===== config.mk =====
export PLATFORM = sky130hd
export DESIGN_NAME = mem_arbiter
export DESIGN_NICKNAME = d
export VERILOG_FILES = /design/src/rtl/riscv_pkg.sv /design/src/rtl/mem_arbiter_rr_pick.sv /design/src/rtl/mem_arbiter.sv
export SDC_FILE = /design/constraint.sdc
export NUM_CORES = 1
export LEC_CHECK = 0
export CAP_MARGIN = 20
export CORE_UTILIZATION = 39
export CTS_CLUSTER_DIAMETER = 100
export DETAILED_ROUTE_END_ITERATION = 12
export GPL_TIMING_DRIVEN = 0
export PLACE_DENSITY = 0.87
export SLEW_MARGIN = 20
export SYNTH_ARGS = -nofsm -noshare
export SYNTH_HDL_FRONTEND = slang
export SYNTH_SLANG_ARGS = --single-unit

===== constraint.sdc =====
create_clock -name clk -period 2.06 [get_ports clk]
set_clock_uncertainty 0.05 [all_clocks]
set_input_delay 0.309 -clock clk [delete_from_list [all_inputs] [get_ports clk]]
set_output_delay 0.309 -clock clk [all_outputs]
set_load 0.005 [all_outputs]

===== src/rtl/riscv_pkg.sv =====
// Shared definitions for the memory arbiter: FSM state encoding and requester grant IDs.
package riscv_pkg;

    typedef enum logic [1:0] {
        ST_IDLE   = 2'd0,
        ST_ACCESS = 2'd1,
        ST_WAIT   = 2'd2,
        ST_DONE   = 2'd3
    } arb_state_t;

    localparam logic GNT_CORE = 1'b0;
    localparam logic GNT_LD   = 1'b1;

    localparam int WAIT_CNT_W = 3;

endpackage


===== src/rtl/mem_arbiter_rr_pick.sv =====
// Combinational two-way tie-breaker: picks core (a) or loader (b) for the next access.
module rr_pick
    import riscv_pkg::*;
(
    input  logic i_req_a,
    input  logic i_req_b,
    input  logic i_last,
    input  logic i_prio,
    output logic o_winner
);

    always_comb begin
        o_winner = GNT_CORE;
        if (i_req_a && i_req_b) begin
            // On a tie without fixed priority the requester not served last goes next.
            o_winner = i_prio ? GNT_LD : ~i_last;
        end else if (i_req_b) begin
            o_winner = GNT_LD;
        end
    end

endmodule


===== src/rtl/mem_arbiter.sv =====
// Arbitrates the unified memory between the core and the loader, one non-pipelined access at a time,
// and doubles as the core stall source by withholding core_ready until the access completes.
module mem_arbiter
    import riscv_pkg::*;
#(
    parameter int ADDR_W      = 32,
    parameter int DATA_W      = 32,
    parameter int MEM_LATENCY = 1,
    parameter int LOADER_PRIO = 0
)(
    input  logic              clk,
    input  logic              reset_n,
    input  logic              core_req,
    input  logic              core_we,
    input  logic [ADDR_W-1:0] core_addr,
    input  logic [DATA_W-1:0] core_wdata,
    output logic [DATA_W-1:0] core_rdata,
    output logic              core_ready,
    input  logic              ld_req,
    input  logic              ld_we,
    input  logic [ADDR_W-1:0] ld_addr,
    input  logic [DATA_W-1:0] ld_wdata,
    output logic [DATA_W-1:0] ld_rdata,
    output logic              ld_ready,
    output logic              mem_en,
    output logic              mem_we,
    output logic [ADDR_W-1:0] mem_addr,
    output logic [DATA_W-1:0] mem_wdata,
    input  logic [DATA_W-1:0] mem_rdata,
    output logic              busy
);

    localparam logic [WAIT_CNT_W-1:0] LAT_M1   = WAIT_CNT_W'(MEM_LATENCY - 1);
    localparam logic                  PRIO_BIT = (LOADER_PRIO != 0);

    arb_state_t              r_state;
    logic                    r_grant;
    logic                    r_last_grant;
    logic                    r_txn_we;
    logic [WAIT_CNT_W-1:0]   r_wait_cnt;
    logic                    r_mem_en;
    logic                    r_mem_we;
    logic [ADDR_W-1:0]       r_mem_addr;
    logic [DATA_W-1:0]       r_mem_wdata;
    logic [DATA_W-1:0]       r_core_rdata;
    logic [DATA_W-1:0]       r_ld_rdata;
    logic                    r_core_ready;
    logic                    r_ld_ready;
    logic                    r_busy;

    logic                    w_winner;
    logic                    w_sel_we;
    logic [ADDR_W-1:0]       w_sel_addr;
    logic [DATA_W-1:0]       w_sel_wdata;

    rr_pick u_pick (
        .i_req_a  (core_req),
        .i_req_b  (ld_req),
        .i_last   (r_last_grant),
        .i_prio   (PRIO_BIT),
        .o_winner (w_winner)
    );

    assign w_sel_we    = (w_winner == GNT_LD) ? ld_we    : core_we;
    assign w_sel_addr  = (w_winner == GNT_LD) ? ld_addr  : core_addr;
    assign w_sel_wdata = (w_winner == GNT_LD) ? ld_wdata : core_wdata;

    always_ff @(posedge clk) begin
        if (!reset_n) begin
            r_state      <= ST_IDLE;
            r_grant      <= GNT_CORE;
            r_last_grant <= GNT_LD;
            r_txn_we     <= 1'b0;
            r_wait_cnt   <= '0;
            r_mem_en     <= 1'b0;
            r_mem_we     <= 1'b0;
            r_mem_addr   <= '0;
            r_mem_wdata  <= '0;
            r_core_rdata <= '0;
            r_ld_rdata   <= '0;
            r_core_ready <= 1'b0;
            r_ld_ready   <= 1'b0;
            r_busy       <= 1'b0;
        end else begin
            // Strobes are single-cycle; the state arms them only for the next cycle.
            r_mem_en     <= 1'b0;
            r_mem_we     <= 1'b0;
            r_core_ready <= 1'b0;
            r_ld_ready   <= 1'b0;
            case (r_state)
                ST_IDLE: begin
                    if (core_req || ld_req) begin
                        r_grant     <= w_winner;
                        r_txn_we    <= w_sel_we;
                        r_mem_addr  <= w_sel_addr;
                        r_mem_wdata <= w_sel_wdata;
                        r_mem_en    <= 1'b1;
                        r_mem_we    <= w_sel_we;
                        r_busy      <= 1'b1;
                        r_state     <= ST_ACCESS;
                    end
                end
                ST_ACCESS: begin
                    if (r_txn_we) begin
                        r_core_ready <= (r_grant == GNT_CORE);
                        r_ld_ready   <= (r_grant == GNT_LD);
                        r_state      <= ST_DONE;
                    end else begin
                        r_wait_cnt <= LAT_M1;
                        r_state    <= ST_WAIT;
                    end
                end
                ST_WAIT: begin
                    if (r_wait_cnt == '0) begin
                        if (r_grant == GNT_LD) begin
                            r_ld_rdata <= mem_rdata;
                        end else begin
                            r_core_rdata <= mem_rdata;
                        end
                        r_core_ready <= (r_grant == GNT_CORE);
                        r_ld_ready   <= (r_grant == GNT_LD);
                        r_state      <= ST_DONE;
                    end else begin
                        r_wait_cnt <= r_wait_cnt - 1'b1;
                    end
                end
                ST_DONE: begin
                    r_last_grant <= r_grant;
                    r_busy       <= 1'b0;
                    r_state      <= ST_IDLE;
                end
                default: begin
                    r_state <= ST_IDLE;
                end
            endcase
        end
    end

    assign core_rdata = r_core_rdata;
    assign core_ready = r_core_ready;
    assign ld_rdata   = r_ld_rdata;
    assign ld_ready   = r_ld_ready;
    assign mem_en     = r_mem_en;
    assign mem_we     = r_mem_we;
    assign mem_addr   = r_mem_addr;
    assign mem_wdata  = r_mem_wdata;
    assign busy       = r_busy;

endmodule


==> impl_metrics.json, run 1 <==
{
  "outcome": "finished clean",
  "critPathKind": "reg -> reg",
  "dr.pass1.iters": 5,
  "crit_arrival_ns": 2.22,
  "ys_seq_elements": 141,
  "power.clock.fraction_pct": 29.8,
  "layout_common_cells": "sky130_fd_sc_hd__clkdlybuf4s50_1 (297), sky130_fd_sc_hd__dfxtp_1 (139), sky130_fd_sc_hd__a221o_1 (65), sky130_fd_sc_hd__nand3_1 (65), sky130_fd_sc_hd__o21ai_0 (65)",
  "antenna_found_initial": 0,
  "yosys.area_share.adder_pct": 1.874,
  "design.core.area_mm2": 0.01330,
  "critPathMaxFanout": 10,
  "drv_slew": 0,
  "ant_nets": 0,
  "port_buffers": 297,
  "route.vias.total": 5734,
  "place.gp.congestion": 0.9002,
  "finalHoldViolations": 0,
  "met2RoutedLength_mm": 9.981,
  "wire_length_of_the_first_global_routing_pass_mm": 30.99,
  "worst_pin_slew_ns": 0.6097,
  "min_period_over_period_pct": 95.55,
  "multi_input_logic_area_mm2": 0.002221,
  "drv.max_cap_violation_count": 0,
  "layout-drive-gt1-share_pct": 6.636,
  "detailed_place_hpwl_mm": 14.91,
  "report.final.setup_viol": 0,
  "area.sequential_mm2": 0.002825,
  "irDropWorstVdd_v": 0.0007252,
  "first_iter_violations": 396,
  "top_layer_reached_by_signal_wires": "met4",
  "ys_seq_area_share_pct": 52.83,
  "dominant_combinational_cell_family_by_area_after_synthesis": "compound AO/OA/AOI/OAI gates",
  "final.min_clock_period_ns": 1.968,
  "cts_max_level": 4,
  "final_net_count": 1035,
  "cp-end-kind": "flop",
  "yosys.cell_types.count": 32,
  "initial_core_util_pct": 40.18,
  "routed_wl_mm": 20.53,
  "cts_num_sinks": 141,
  "cts_inserted_buffers": 17,
  "largest_net_degree_at_the_start_of_global_routing": 17,
  "postLayoutCoreUtil_pct": 68.45,
  "worst_ep_required_time_ns": 2.31,
  "clockBufferDepth": 2,
  "detail_route.drc_violations": 0,
  "fp.dieH_um": 119.0,
  "hold_path_depth": 3,
  "stdcell_count": 1050,
  "synth_compound_gate_area_share_pct": 20.23,
  "wl_met1_mm": 7.833,
  "fillerInstances": 1018,
  "tritoncts": "built",
  "timing.hold.worst.class": "in -> reg",
  "globalRouteOverflowTotal": 0,
  "rows": 42,
  "place_worst_setup_slack_ns": -0.1936,
  "insertedDiodeCount": 0,
  "synthesis.area_per_instance_um2": 9.803,
  "avgViaCountPerCell": 5.461,
  "postSynthCellCount": 545,
  "final.setup.worst_slack_ns": 0.09176,
  "r2r.worst_path.cells": 7,
  "ios": 299,
  "power.density_mw_per_mm2": 1068,
  "clk_pin_slew_ns": 0.06,
  "post_synthesis_simple_gate_area_fraction_pct": 18.52,
  "post_synth_instance_area_mm2": 0.005343,
  "ctsRootBufferMaster": "sky130_fd_sc_hd__clkbuf_16",
  "internal_power_uw": 6790,
  "track_usage_pct": 28.38,
  "critical_path.startpoint_type": "flop",
  "mostFrequentLayoutCell": "sky130_fd_sc_hd__clkdlybuf4s50_1",
  "synth.yosys.warnings": 0,
  "critical_path_cell_list": "inv_1, ha_1, and2_1, buf_2, clkbuf_4, and3_1, a221o_1",
  "die-area_mm2": 0.01417,
  "met3RoutedLength_mm": 2.040,
  "slowest_stage": "sky130_fd_sc_hd__dfxtp_2",
  "place.detailed.instances": 1018,
  "seq_power_share_pct": 37.9,
  "route.detailed.wl_per_inst_um": 19.55,
  "synth_net_count": 719,
  "comb_power_share_pct": 32.3,
  "areaGrowthSynthToFinish_pct": 70.33,
  "final.hold.worst_slack_ns": 0.1714,
  "peak_per_stage_delay_on_the_critical_path_ns": 0.37,
  "total_leakage_power_uw": 0.003644,
  "power_switching_uw": 2928,
  "max_freq_ghz": 0.5081,
  "clk_latency_ns": 0.42,
  "die_x_um": 119.0,
  "slew_headroom_pct": 59.36,
  "first_global_vias": 5750,
  "synth.mux.area_fraction_pct": 0.9368,
  "rsz0062_at_grt": "false",
  "netSwitchingFraction_pct": 30.13,
  "synth_xor_area_share_pct": 0
}
-- worst paths after layout --
check                             startpoint                    endpoint  slack [ns]
hold / removal                       reset_n        r_grant$_SDFFE_PN0P_        0.17
setup reg to reg     r_state[0]$_SDFFE_PN0P_    mem_addr[4]$_SDFFE_PN0P_        0.09
hold reg to reg   r_wait_cnt[1]$_SDFFE_PN0P_  r_wait_cnt[1]$_SDFFE_PN0P_        0.41
setup / recovery     r_state[0]$_SDFFE_PN0P_    mem_addr[4]$_SDFFE_PN0P_        0.09
-- final cells by class --
type                       count  area share (%)
timing repair buffer         297           32.67
sequential                   141           31.05
multi-input combinational    343           24.41
clock buffer                  18           4.716
buffer                        53           3.094
tap                          176           2.420
clock inverter                14           1.320
inverter                       8          0.3300
-- stage by stage --
| step | setup TNS, ns | cell area, um^2 | total power [uW] |
|---|---|---|---|
| 2_1_floorplan | 0 | 5343 | 4895 |
| 3_3_place_gp | -6.716 | 8536 | 6753 |
| 3_5_place_dp | -5.702 | 8536 | 6794 |
| 4_1_cts | 0 | 9090 | 9702 |
| 5_1_grt | 0 | 9100 | 10120 |
| 6_report | 0 | 9100 | 9717 |
-- routing by layer --
layer	up-vias	global-route usage [%]
li1	2674	-
met1	2741	30.93
met2	273	48.87
met3	46	10.68
met4	0	12.42
met5	-	0
-- Yosys cell counts --
| master | instances | area share [%] |
|---|---|---|
| sky130_fd_sc_hd__o21ai_1 | 1 | 0.094 |
| sky130_fd_sc_hd__o221a_2 | 2 | 0.42 |
| sky130_fd_sc_hd__a21boi_2 | 1 | 0.21 |
| sky130_fd_sc_hd__nor2b_1 | 1 | 0.12 |
| sky130_fd_sc_hd__nor3b_1 | 2 | 0.28 |
| sky130_fd_sc_hd__nand3_1 | 65 | 6.1 |
| sky130_fd_sc_hd__a22oi_1 | 1 | 0.14 |
| sky130_fd_sc_hd__buf_1 | 6 | 0.42 |
| sky130_fd_sc_hd__o211ai_1 | 1 | 0.14 |
| sky130_fd_sc_hd__nor2_1 | 4 | 0.28 |
| sky130_fd_sc_hd__ha_1 | 8 | 1.9 |
| sky130_fd_sc_hd__a221o_1 | 65 | 12 |
| sky130_fd_sc_hd__buf_6 | 8 | 1.7 |
| sky130_fd_sc_hd__nand2_1 | 41 | 2.9 |
| sky130_fd_sc_hd__nand3b_1 | 1 | 0.14 |
| sky130_fd_sc_hd__o32ai_1 | 1 | 0.16 |
| sky130_fd_sc_hd__mux2i_1 | 5 | 0.94 |
| sky130_fd_sc_hd__a21oi_1 | 1 | 0.094 |
| sky130_fd_sc_hd__o22ai_1 | 1 | 0.12 |
| sky130_fd_sc_hd__dfxtp_1 | 141 | 53 |
| sky130_fd_sc_hd__nand2b_1 | 3 | 0.35 |
| sky130_fd_sc_hd__o21ai_0 | 65 | 6.1 |
| sky130_fd_sc_hd__o2bb2ai_1 | 1 | 0.16 |
| sky130_fd_sc_hd__nand4b_1 | 2 | 0.33 |
| sky130_fd_sc_hd__or3_1 | 1 | 0.12 |
| sky130_fd_sc_hd__buf_2 | 8 | 0.75 |
| sky130_fd_sc_hd__clkbuf_1 | 31 | 2.2 |
| sky130_fd_sc_hd__and2_1 | 2 | 0.23 |
| sky130_fd_sc_hd__and3_1 | 64 | 7.5 |
| sky130_fd_sc_hd__nand4bb_1 | 1 | 0.21 |
| sky130_fd_sc_hd__a211oi_1 | 3 | 0.42 |
| sky130_fd_sc_hd__inv_1 | 8 | 0.56 |
-- power groups by stage --
stage	Clock, uW	Combinational (uW)	Sequential (uW)
2_1_floorplan	0	1170	3730
3_3_place_gp	0	3050	3700
3_5_place_dp	0	3080	3710
4_1_cts	2910	3120	3670
5_1_grt	3040	3330	3740
6_report	2890	3140	3690
-- cells by family after synthesis --
| kind of cell | Yosys count |
|---|---|
| AND/OR/NAND/NOR | 187 |
| AO/OA/AOI/OAI | 143 |
| flip-flops | 141 |
| buffers and inverters | 61 |
| adder cells (fa/ha/maj) | 8 |
| multiplexers | 5 |
-- registers in the layout, indices dropped and copies added (netlist names) --
register / cells
core_rdata: 32
ld_rdata: 32
mem_addr: 32
mem_wdata: 32
r_wait_cnt: 3
r_state: 2
busy: 1
core_ready: 1
ld_ready: 1
mem_en: 1
mem_we: 1
r_grant: 1
r_last_grant: 1
r_txn_we: 1
-- repair_timing --
action                                  CTS  global route
endpoints found under the setup margin   48            82
buffers inserted                          0             0
hold endpoints to repair                  0             0
gates resized for setup                   3            12
hold buffers                              0             0
-- critical path: cells and delay by family (launching register included) --
kind	cells	cell delay [ns]
buffers and inverters	3	0.53
DFF	1	0.37
and+or+nand+nor	2	0.37
adders and majority gates	1	0.26
AOI/OAI and AO/OA	1	0.26
(Power assumes the default switching activity.)
==> run 2, diff against run 1 <==
- CTS_CLUSTER_DIAMETER: 100 -> not set
- RECOVER_POWER: not set -> 50
==> impl_metrics.json, run 2 (synthesis gave the netlist of run 1 again) <==
{
  "fillerInstances": 1018,
  "rsz0062_at_grt": "false",
  "wire_length_of_the_first_global_routing_pass_mm": 30.99,
  "route.detailed.wl_per_inst_um": 19.53,
  "first_global_vias": 5750,
  "layout-drive-gt1-share_pct": 6.522,
  "cts_max_level": 4,
  "critPathKind": "reg -> reg",
  "peak_per_stage_delay_on_the_critical_path_ns": 0.37,
  "critical_path.startpoint_type": "flop",
  "crit_arrival_ns": 2.22,
  "dr.pass1.iters": 5,
  "place.detailed.instances": 1018,
  "track_usage_pct": 28.38,
  "power.density_mw_per_mm2": 1043,
  "tritoncts": "built",
  "die_x_um": 119.0,
  "clk_pin_slew_ns": 0.06,
  "port_buffers": 297,
  "ant_nets": 0,
  "place.gp.congestion": 0.9002,
  "cp-end-kind": "flop",
  "routed_wl_mm": 20.51,
  "slowest_stage": "sky130_fd_sc_hd__dfxtp_2",
  "timing.hold.worst.start": "reset_n",
  "antenna_found_initial": 0,
  "largest_net_degree_at_the_start_of_global_routing": 17,
  "detailed_place_hpwl_mm": 14.91,
  "max_freq_ghz": 0.5087,
  "worst_ep_required_time_ns": 2.31,
  "design.core.area_mm2": 0.01330,
  "insertedDiodeCount": 0,
  "stdcell_count": 1050,
  "layout_common_cells": "sky130_fd_sc_hd__clkdlybuf4s50_1 (170), sky130_fd_sc_hd__dfxtp_1 (139), sky130_fd_sc_hd__dlygate4sd3_1 (127)",
  "irDropWorstVdd_v": 0.0007175,
  "startpoint": "r_state[0]$_SDFFE_PN0P_",
  "min_period_over_period_pct": 95.42,
  "slew_headroom_pct": 60.32,
  "cts.repair_timing.setup_buffer_count": 0,
  "final.min_clock_period_ns": 1.966,
  "rows": 42,
  "postCtsHoldBufs": 0,
  "globalRouteOverflowTotal": 0,
  "die-area_mm2": 0.01417,
  "drv.max_cap_violation_count": 0,
  "timing.hold.worst.class": "in -> reg",
  "final_net_count": 1035,
  "finalHoldViolations": 0,
  "clk_latency_ns": 0.42,
  "regToRegStartpoint": "r_state[0]$_SDFFE_PN0P_",
  "final.setup.worst_slack_ns": 0.09433,
  "post-route-cell-area_mm2": 0.009096,
  "fin_tns_setup_ns": 0,
  "detail_route.drc_violations": 0,
  "route.vias.total": 5745,
  "clockBufferDepth": 2,
  "ios": 299,
  "ctsRootBufferMaster": "sky130_fd_sc_hd__clkbuf_16",
  "worst_pin_slew_ns": 0.5951,
  "areaGrowthSynthToFinish_pct": 70.26,
  "first_iter_violations": 318,
  "outcome": "finished clean",
  "fp.dieH_um": 119.0,
  "mostFrequentLayoutCell": "sky130_fd_sc_hd__clkdlybuf4s50_1",
  "drv_slew": 0,
  "total_leakage_power_uw": 0.004023,
  "critPathMaxFanout": 10,
  "avgViaCountPerCell": 5.471,
  "place_worst_setup_slack_ns": -0.1936,
  "initial_core_util_pct": 40.18,
  "cts_num_sinks": 141,
  "cts_inserted_buffers": 17,
  "report.final.setup_viol": 0,
  "critical_path_cell_list": "inv_1, ha_1, and2_1, buf_2, clkbuf_4, and3_1, a221o_1",
  "postPlaceCellArea_mm2": 0.008536
}
run 2: cell count changes in the layout (fill, tap and decap cells not counted), sizes merged:
cell | previous run | this run
clkdlybuf4s50 | 297 | 170
dlygate4sd3 | 0 | 127
buf | 22 | 21
clkbuf | 49 | 50
run 2: stage by stage:
stage	hold WS (ns)	utilization [%]	total power (uW)
2_1_floorplan	0.3880	-	4895
3_3_place_gp	0.3973	64.20	6753
3_5_place_dp	0.4065	64.20	6794
4_1_cts	0.1616	68.37	9702
5_1_grt	0.1882	68.42	9900
6_report	0.1715	68.42	9488
run 2: final timing paths:
path / end / depth (start not counted) / slack [ns]
max: mem_addr[4]$_SDFFE_PN0P_ / 7 / 0.09
min: r_grant$_SDFFE_PN0P_ / 3 / 0.17
max reg2reg: mem_addr[4]$_SDFFE_PN0P_ / 7 / 0.09
min reg2reg: busy$_SDFFE_PN0P_ / 2 / 0.41
run 2: area by class of cell:
cell class / count / area, um^2 / area share (%)
plain buffers: 53 / 281.5 / 3.095
clock buffers: 18 / 429.2 / 4.718
clock inverters: 14 / 120.1 / 1.320
inverters: 8 / 30.03 / 0.3301
multi-input cells: 343 / 2217 / 24.37
flip-flops and latches: 141 / 2825 / 31.06
well taps: 176 / 220.2 / 2.421
repair buffers: 297 / 2973 / 32.68
run 2: critical path, delay by kind of cell, from the launching register on:
| kind | cells | cell delay [ns] |
|---|---|---|
| buffers and inverters | 3 | 0.53 |
| flip-flops | 1 | 0.37 |
| AND/OR/NAND/NOR | 2 | 0.37 |
| adder cells (fa/ha/maj) | 1 | 0.26 |
| AO/OA/AOI/OAI | 1 | 0.26 |
run 2: where the power goes:
group          switching (uW)  internal [uW]
logic                    1340           1610
registers                 330           3330
clock network            1230           1660
total                    2890           6600
run 2: layer usage:
metal | global-route usage (%) | wire [um] | up-vias
li1 | - | - | 2674
met1 | 30.93 | 7706 | 2719
met2 | 48.87 | 9987 | 307
met3 | 10.68 | 2152 | 45
met4 | 12.42 | 660 | 0
met5 | 0 | 0 | -
run 2: repair_timing:
| item | 4_1_cts | 5_1_grt |
|---|---|---|
| hold endpoints to repair | 0 | 0 |
| cloned | 0 | 0 |
| gates resized for setup | 3 | 12 |
| setup endpoints to repair | 48 | 82 |
